[config.mk]
export PLATFORM = sky130hd
export DESIGN_NAME = c64_bus_arbiter
export DESIGN_NICKNAME = d
export VERILOG_FILES = /design/src/rtl/c64_bus_pkg.sv /design/src/rtl/ba_lead_counter.sv /design/src/rtl/c64_bus_arbiter.sv
export SDC_FILE = /design/constraint.sdc
export NUM_CORES = 1
export LEC_CHECK = 0
export CAP_MARGIN = 40
export CORE_MARGIN = 1
export CORE_UTILIZATION = 37
export DETAILED_ROUTE_END_ITERATION = 12
export PLACE_DENSITY = 0.91
export SYNTH_ARGS = -nofsm -noshare
export SYNTH_HDL_FRONTEND = slang
export SYNTH_SLANG_ARGS = --single-unit
[constraint.sdc]
create_clock -name clk -period 6.1 [get_ports clk]
set_clock_uncertainty 0.2 [all_clocks]
set_input_delay 1.83 -clock clk [delete_from_list [all_inputs] [get_ports clk]]
set_output_delay 1.83 -clock clk [all_outputs]
set_load 0.03 [all_outputs]
[src/rtl/c64_bus_pkg.sv]
// Shared types and constants for the C64-style bus arbiter.
// Imported by the arbiter and its lead counter.
package c64_bus_pkg;

    typedef enum logic [1:0] {
        NORMAL  = 2'd0,
        BA_WAIT = 2'd1,
        STEAL   = 2'd2
    } bus_state_t;

    localparam logic PHASE_VID = 1'b0;
    localparam logic PHASE_CPU = 1'b1;

    localparam int LEAD_W = 3;

endpackage

[src/rtl/ba_lead_counter.sv]
// Loadable down-counter timing the gap between BA and AEC falling.
// Saturates at zero; last flags a count of one.
module ba_lead_counter
    import c64_bus_pkg::*;
#(
    parameter logic [LEAD_W-1:0] INIT = '0
) (
    input  logic              clk,
    input  logic              reset,
    input  logic              load,
    input  logic [LEAD_W-1:0] load_val,
    input  logic              dec,
    output logic [LEAD_W-1:0] count,
    output logic              zero,
    output logic              last
);

    assign zero = (count == '0);
    assign last = (count == LEAD_W'(1));

    // Load takes priority; decrement stops at zero.
    always_ff @(posedge clk or posedge reset) begin
        if (reset) begin
            count <= INIT;
        end else if (load) begin
            count <= load_val;
        end else if (dec && !zero) begin
            count <= count - LEAD_W'(1);
        end
    end

endmodule

[src/rtl/c64_bus_arbiter.sv]
// Interleaves the 6502 core and the video fetch unit on one bus.
// Even slots go to video, odd slots to the CPU unless video steals.
module c64_bus_arbiter
    import c64_bus_pkg::*;
#(
    parameter int BA_LEAD = 3,
    parameter int AW      = 16,
    parameter int DW      = 8
) (
    input  logic          clk,
    input  logic          reset,
    input  logic [AW-1:0] cpu_ab,
    input  logic [DW-1:0] cpu_do,
    input  logic          cpu_we,
    output logic [DW-1:0] cpu_di,
    output logic          cpu_ce,
    input  logic [AW-1:0] vid_addr,
    input  logic          vid_steal,
    output logic [DW-1:0] vid_data,
    output logic          vid_valid,
    output logic          ba,
    output logic          aec,
    output logic          phase,
    output logic [AW-1:0] mem_addr,
    output logic [DW-1:0] mem_wdata,
    output logic          mem_we,
    input  logic [DW-1:0] mem_rdata
);

    localparam logic [LEAD_W-1:0] LEAD = LEAD_W'(BA_LEAD);

    bus_state_t        state;
    bus_state_t        state_n;
    logic              cnt_load;
    logic              cnt_dec;
    logic              cnt_zero;
    logic              cnt_last;
    logic [LEAD_W-1:0] cnt_val;
    logic              cpu_slot;
    logic              grant;
    logic              cpu_rd;
    logic [DW-1:0]     cpu_di_q;

    ba_lead_counter #(
        .INIT (LEAD)
    ) u_lead (
        .clk      (clk),
        .reset    (reset),
        .load     (cnt_load),
        .load_val (LEAD),
        .dec      (cnt_dec),
        .count    (cnt_val),
        .zero     (cnt_zero),
        .last     (cnt_last)
    );

    // BA drops as soon as a steal is pending; AEC only once it is active.
    assign ba  = (state == NORMAL);
    assign aec = (state != STEAL);

    // Every CPU-phase slot in BA_WAIT counts, granted or not.
    assign cnt_dec = (state == BA_WAIT) && (phase == PHASE_CPU);

    // CPU owns odd slots except during a steal; BA_WAIT admits writes only.
    assign cpu_slot = (phase == PHASE_CPU) && (state != STEAL);
    assign grant    = cpu_slot && ((state == NORMAL) || cpu_we);
    assign cpu_rd   = grant && !cpu_we;

    // Slot phase and arbitration state registers.
    always_ff @(posedge clk or posedge reset) begin
        if (reset) begin
            phase <= PHASE_VID;
            state <= NORMAL;
        end else begin
            phase <= ~phase;
            state <= state_n;
        end
    end

    // Next-state logic: steal entry, lead-in countdown and release.
    always_comb begin
        state_n  = state;
        cnt_load = 1'b0;
        unique case (state)
            NORMAL: begin
                if (phase == PHASE_VID && vid_steal) begin
                    cnt_load = 1'b1;
                    state_n  = (LEAD == '0) ? STEAL : BA_WAIT;
                end
            end
            BA_WAIT: begin
                if (!vid_steal) begin
                    state_n = NORMAL;
                end else if (cnt_zero || (cnt_dec && cnt_last)) begin
                    state_n = STEAL;
                end
            end
            STEAL: begin
                if (phase == PHASE_CPU && !vid_steal) begin
                    state_n = NORMAL;
                end
            end
            default: begin
                state_n = NORMAL;
            end
        endcase
    end

    // Bus mux: a video slot, a granted CPU slot, or an idle CPU slot.
    always_comb begin
        mem_addr  = cpu_ab;
        mem_wdata = cpu_do;
        mem_we    = 1'b0;
        cpu_ce    = 1'b0;
        unique case (1'b1)
            !cpu_slot: begin
                mem_addr = vid_addr;
            end
            grant: begin
                mem_we = cpu_we;
                cpu_ce = 1'b1;
            end
            default: begin
                mem_we = 1'b0;
            end
        endcase
    end

    // Reads pass straight through; otherwise the CPU sees the last value.
    assign cpu_di = cpu_rd ? mem_rdata : cpu_di_q;

    // Capture bus data at the end of every granted CPU slot.
    always_ff @(posedge clk or posedge reset) begin
        if (reset) begin
            cpu_di_q <= '0;
        end else if (grant) begin
            cpu_di_q <= mem_rdata;
        end
    end

    // Register video fetch data with a one-cycle valid pulse.
    always_ff @(posedge clk or posedge reset) begin
        if (reset) begin
            vid_data  <= '0;
            vid_valid <= 1'b0;
        end else begin
            vid_valid <= !cpu_slot;
            if (!cpu_slot) begin
                vid_data <= mem_rdata;
            end
        end
    end

endmodule
After elaboration in Yosys (flattened, before gate mapping)

Cells that the tools add are included.

Bits in registers: 23
Bits of input ports: 52
Output and inout bits: 46
Logic and storage cells: 46

$add $sub $neg: 1
Equal/unequal tests: 7
Mux-type cells: 13
Bitwise logic cells: 1
Reductions and logical operators: 18

Operators with widths:

| operator                                              | number |
|---|---|
| 2-to-1 mux 16 bit                                     | 1 |
| logical AND 1 bit                                     | 8 |
| 2-to-1 mux 2 bit                                      | 4 |
| 2-to-1 mux 8 bit                                      | 1 |
| 2-to-1 mux 3 bit                                      | 2 |
| case mux 2 bit (3 select lines)                       | 1 |
| logical NOT 1 bit                                     | 4 |
| 2-to-1 mux 1 bit                                      | 4 |
| inequality test 2 bit, second input constant          | 2 |
| equality test 3 x 1 -> 1 bit, second input constant   | 1 |
| logical NOT 3 bit                                     | 1 |
| inequality test 3 x 2 -> 1 bit, second input constant | 1 |
| AND reduction 3 bit                                   | 1 |
| subtractor 3 x 1 -> 3 bit, second input constant      | 1 |
| equality test 2 x 1 -> 1 bit, second input constant   | 1 |
| equality test 2 bit, second input constant            | 1 |
| logical NOT 2 bit                                     | 1 |
| logical OR 1 bit                                      | 2 |
| inequality test 2 x 1 -> 1 bit, second input constant | 1 |
| nonzero test 2 bit                                    | 1 |
| NOT 1 bit                                             | 1 |

Depth between registers and ports, before layout

Depth after elaboration: 7
Gate-level depth with buffers: 5
Mapped depth without buffers: 5

Cells and area by module

A second synthesis with hierarchy kept.

Cells, all modules: 118
Area, all modules: 1,403.8 um^2

Modules (own cells, without submodules):

| module          | instances | cells each | area an instance (um^2) | sequential area each (um^2) |
|---|---|---|---|---|
| c64_bus_arbiter | 1         | 92         | 1,172.4                 | 500.5 |
| ba_lead_counter | 1         | 26         | 231.5                   | 77.6 |

Least setup slack after synthesis

Ideal clock, no wire load.

Path kind: input to output
Start point: input cpu_we
End point: output cpu_di[0]
Data arrival time: 2.702 ns
Data required time: 4.070 ns
Path slack: 1.368 ns
Stages: 2
Path buffers: 0
Cell sequence: nor4_4 mux2_2

Longest elaborated chain between the ends: 4
Elaborated cells between the ends (all ways): 5
Classes of those cells: mux: 1; reduce/logical: 4

RTL lines:

| element             | RTL line               | RTL |
|---|---|---|
| start, declared     | c64_bus_arbiter.sv:14  | `input logic cpu_we,` |
| logical OR 1 bit    | c64_bus_arbiter.sv:66  | `assign grant = cpu_slot && ((state == NORMAL) \|\| cpu_we);` |
| logical AND 1 bit   | c64_bus_arbiter.sv:66  |  |
| logical AND 1 bit * | c64_bus_arbiter.sv:67  | `assign cpu_rd = grant && !cpu_we;` |
| 2-to-1 mux 8 bit *  | c64_bus_arbiter.sv:130 | `assign cpu_di = cpu_rd ? mem_rdata : cpu_di_q;` |
| end, declared       | c64_bus_arbiter.sv:15  | `output logic [DW-1:0] cpu_di,` |

Every way passes the cells marked *; elsewhere a longest branch is shown, timed or not.

Worst setup path after layout

Start point: input cpu_we
End point: output cpu_di[6]

Same word-level chain as after synthesis.

==> metrics.md <==
| Metric | Value |
|---|---|
| Initial DRC Count | `19` |
| Pwr Total | `between 0.5 and 0.6 mW` |
| Antenna cell count | `0` |
| Worst setup endpoint | `cpu_di[6]` |
| GRT Resource Usage Total | `0.1826` |
| Peak supply drop | `~160 µV` |
| Met1 WL | `approximately 1400 µm` |
| Area Growth Syn to Fin | `62.01%` |
| RSZ-0062 raised after global routing | `false` |
| H-tree Lvls | `1` |
| Leakage | `0.8974 nW` |
| Post-CTS Hold Fix Bufs | `0` |
| Seq/Total Area, Yosys | `0.4250` |
| Syn nets | `~160` |
| Area share of fa/ha/maj cells after synthesis | `0.02760` |
| Worst reg2reg setup slack | `between 4 and 5 ns` |
| Fin crit period | `~5.7 ns` |
| CP required | `between 4 and 5 ns` |
| Reg2Reg Depth | `3` |
| # Max-Cap Violations | `0` |
| ANT nets after route | `0` |
| Synthesized area per cell | `approximately 13 µm²` |
| # setup viols final | `0` |
| Detailed placement HPWL | `2777 µm` |
| Post-synth EDFFs | `0` |
| Hold slack | `around 0.32 ns` |
| CTS buffer count | `3` |
| I/O Pins | `just under 100` |
| Synth Cell Area | `roughly 1400 µm²` |
| Via count | `~1.1k` |
| Area contributors post-synth | `dfrtp_1, mux2_2, buf_4, dfstp_2, ha_1` |
| Final GP Congestion | `approximately 0.8` |
| Synth Flop Type | `dfrtp_1` |
| Netlist cell types | `27` |
| Clock Tree Root | `clkbuf_4` |
| Hold Crit Class | `flop to flop` |
| GR Overflow Total | `0` |
| Post-Route WL | `3465 µm` |
| Worst-Skew Late Latency | `0.31 ns` |
| Die height | `about 63 µm` |
| Top routing layer used | `met4` |
| Cell Area, Placed | `between 2000 and 2500 µm²` |
| Buffers added on ports | `81` |
| Crit. Startpoint | `cpu_we` |
| Yosys top cell by area | `dfrtp_1` |
| Crit path max fanout | `5` |
| Die area | `roughly 4000 µm²` |
| Reg2reg start | `state[0]$_DFFE_PP0P_` |
| Longest Clk Path Bufs | `2` |
| Mux cell area share after synthesis | `0.3468` |
| Final setup TNS | `0 ns` |
| Post-synth top area share | `0.3864` |
| Post-route DRC | `0` |
| Final hold viol count | `0` |
| Row count | `21` |
| Slew Viols, Final | `0` |
| Synth cell count leaders | `mux2_2, dfrtp_1, buf_4, inv_1` |
| Synth Area in Simple Gates | `0.08740` |
| Core ar. | `about 3400 µm²` |
| Ys async rst share | `1.000` |
| Final nets | `around 240` |
| Clock-pin slew on the worst setup and hold paths | `roughly 0.11 ns` |
| CTS tree | `done` |
| Initial antenna violation count | `0` |
| Routed met3 length | `roughly 250 µm` |
| Final Cell Area | `around 2200 µm²` |
| Most numerous cell in the Yosys netlist | `mux2_2` |
| Crit. End Element | `primary output` |
| First-pass GRT wire length | `about 5600 µm` |
| Vias in the first global route | `approximately 1.2k` |
| Startpoint types | `input pin` |
| PD cells | `roughly 270 nW/µm²` |
| Slew margin rel. | `0.7294` |
| Post-CTS Setup Bufs | `0` |
| Flop and latch count out of synthesis | `23` |
| Crit share post-route | `0.9426` |
| Crit Path Class | `input pin to primary output` |
| Fmax | `around 170 MHz` |
| Initial Util | `0.3982` |
| Cell count after synthesis | `between 100 and 150` |
| Resize count post-CTS | `0` |
| CTS Sinks | `23` |
| Fraction of layout cells with a size suffix above 1 | `0.2951` |
| Xor/xnor share of the synthesized area | `0` |
| Status | `complete, no violations` |
| Compound-Gate Fraction of Synth Area | `0.03036` |
| Core Util, Final | `0.6451` |
| Worst-Margin Slew | `slightly above 0.4 ns` |
| Worst r2r dst | `vid_data[5]$_DFFE_PP0P_` |
| Synth warn | `0` |
| Largest net degree at the start of global routing | `26` |
| Via/cell ratio | `between 4 and 5` |
| CP arrival | `roughly 3.7 ns` |
| Die width | `between 60 and 70 µm` |
| DR pass1 iterations | `4` |
| Metal2 WL | `1784 µm` |
| Wire per inst | `15.13 µm` |
| Largest family of logic cells by synthesized area | `multiplexers` |
[routing by layer]
layer,up-vias,GRT usage
met1,533,0.2028
met2,51,0.3274
met5,-,0
met3,10,0.03650
met4,0,0.09302
li1,523,-
[worst min-delay path by stage]
stage,endpoint,from,slack [ns],depth (start not counted)
6_report,cpu_di_q[0]$_DFFE_PP0P_,cpu_di_q[0]$_DFFE_PP0P_,0.32,1
5_1_grt,cpu_di_q[3]$_DFFE_PP0P_,cpu_di_q[3]$_DFFE_PP0P_,0.35,1
4_1_cts,cpu_di_q[5]$_DFFE_PP0P_,cpu_di_q[5]$_DFFE_PP0P_,0.32,1
3_5_place_dp,cpu_di_q[1]$_DFFE_PP0P_,cpu_di_q[1]$_DFFE_PP0P_,0.29,1
3_3_place_gp,cpu_di_q[4]$_DFFE_PP0P_,cpu_di_q[4]$_DFFE_PP0P_,0.29,1
2_1_floorplan,cpu_di_q[0]$_DFFE_PP0P_,cpu_di_q[0]$_DFFE_PP0P_,0.28,1
[power breakdown]
part           leakage, nW  switching [mW]  internal, mW  total, mW
clock network       0.0150          0.0435        0.0255     0.0690
registers            0.266          0.0179         0.184      0.202
logic                0.617           0.160         0.167      0.326
total                0.897           0.221         0.376      0.597
[layout make-up]
type	count	area [µm²]
multi-input cells	67	669.4
clock buffers	4	26.28
repair buffers	84	853.3
flip-flops and latches	23	578.1
inverters	5	18.77
fillers	265	1212
well taps	46	57.56
[registers in the layout, indices dropped and copies added (netlist names)]
register,flops
vid_valid,1
phase,1
cpu_di_q,8
state,2
vid_data,8
u_lead.count,3
[through the flow]
| stage | setup slack [ns] | instances |
|---|---|---|
| after CTS | 0.3370 | 229 |
| after detailed placement | 0.3530 | 225 |
| after global placement | 0.3721 | 224 |
| final | 0.3503 | 229 |
| after floorplan | 1.368 | 106 |
| after global routing | 0.2699 | 229 |
[critical path: stages]
cell and delay, ns:
clkdlybuf4s50_1 0.47, nor4_4 0.28, buf_4 0.20, mux2_2 0.34
clkdlybuf4s50_1 0.59
[layout by cell type (no fill, tap or decap), types with 2 or more instances in the layout]
master and n:
buf_4 2, clkbuf_4 3, clkdlybuf4s50_1 81, dfrtp_1 21, dfstp_2 2, ha_1 3
inv_1 4, mux2_2 41, nand2_1 3, nor2_1 3
[cells by family after synthesis]
family / Yosys count
AOI/OAI and AO/OA: 5
and+or+nand+nor: 17
DFF: 23
buffers and inverters: 16
muxes: 42
adders and majority gates: 3
No activity file was read; power rests on OpenSTA's default activity.
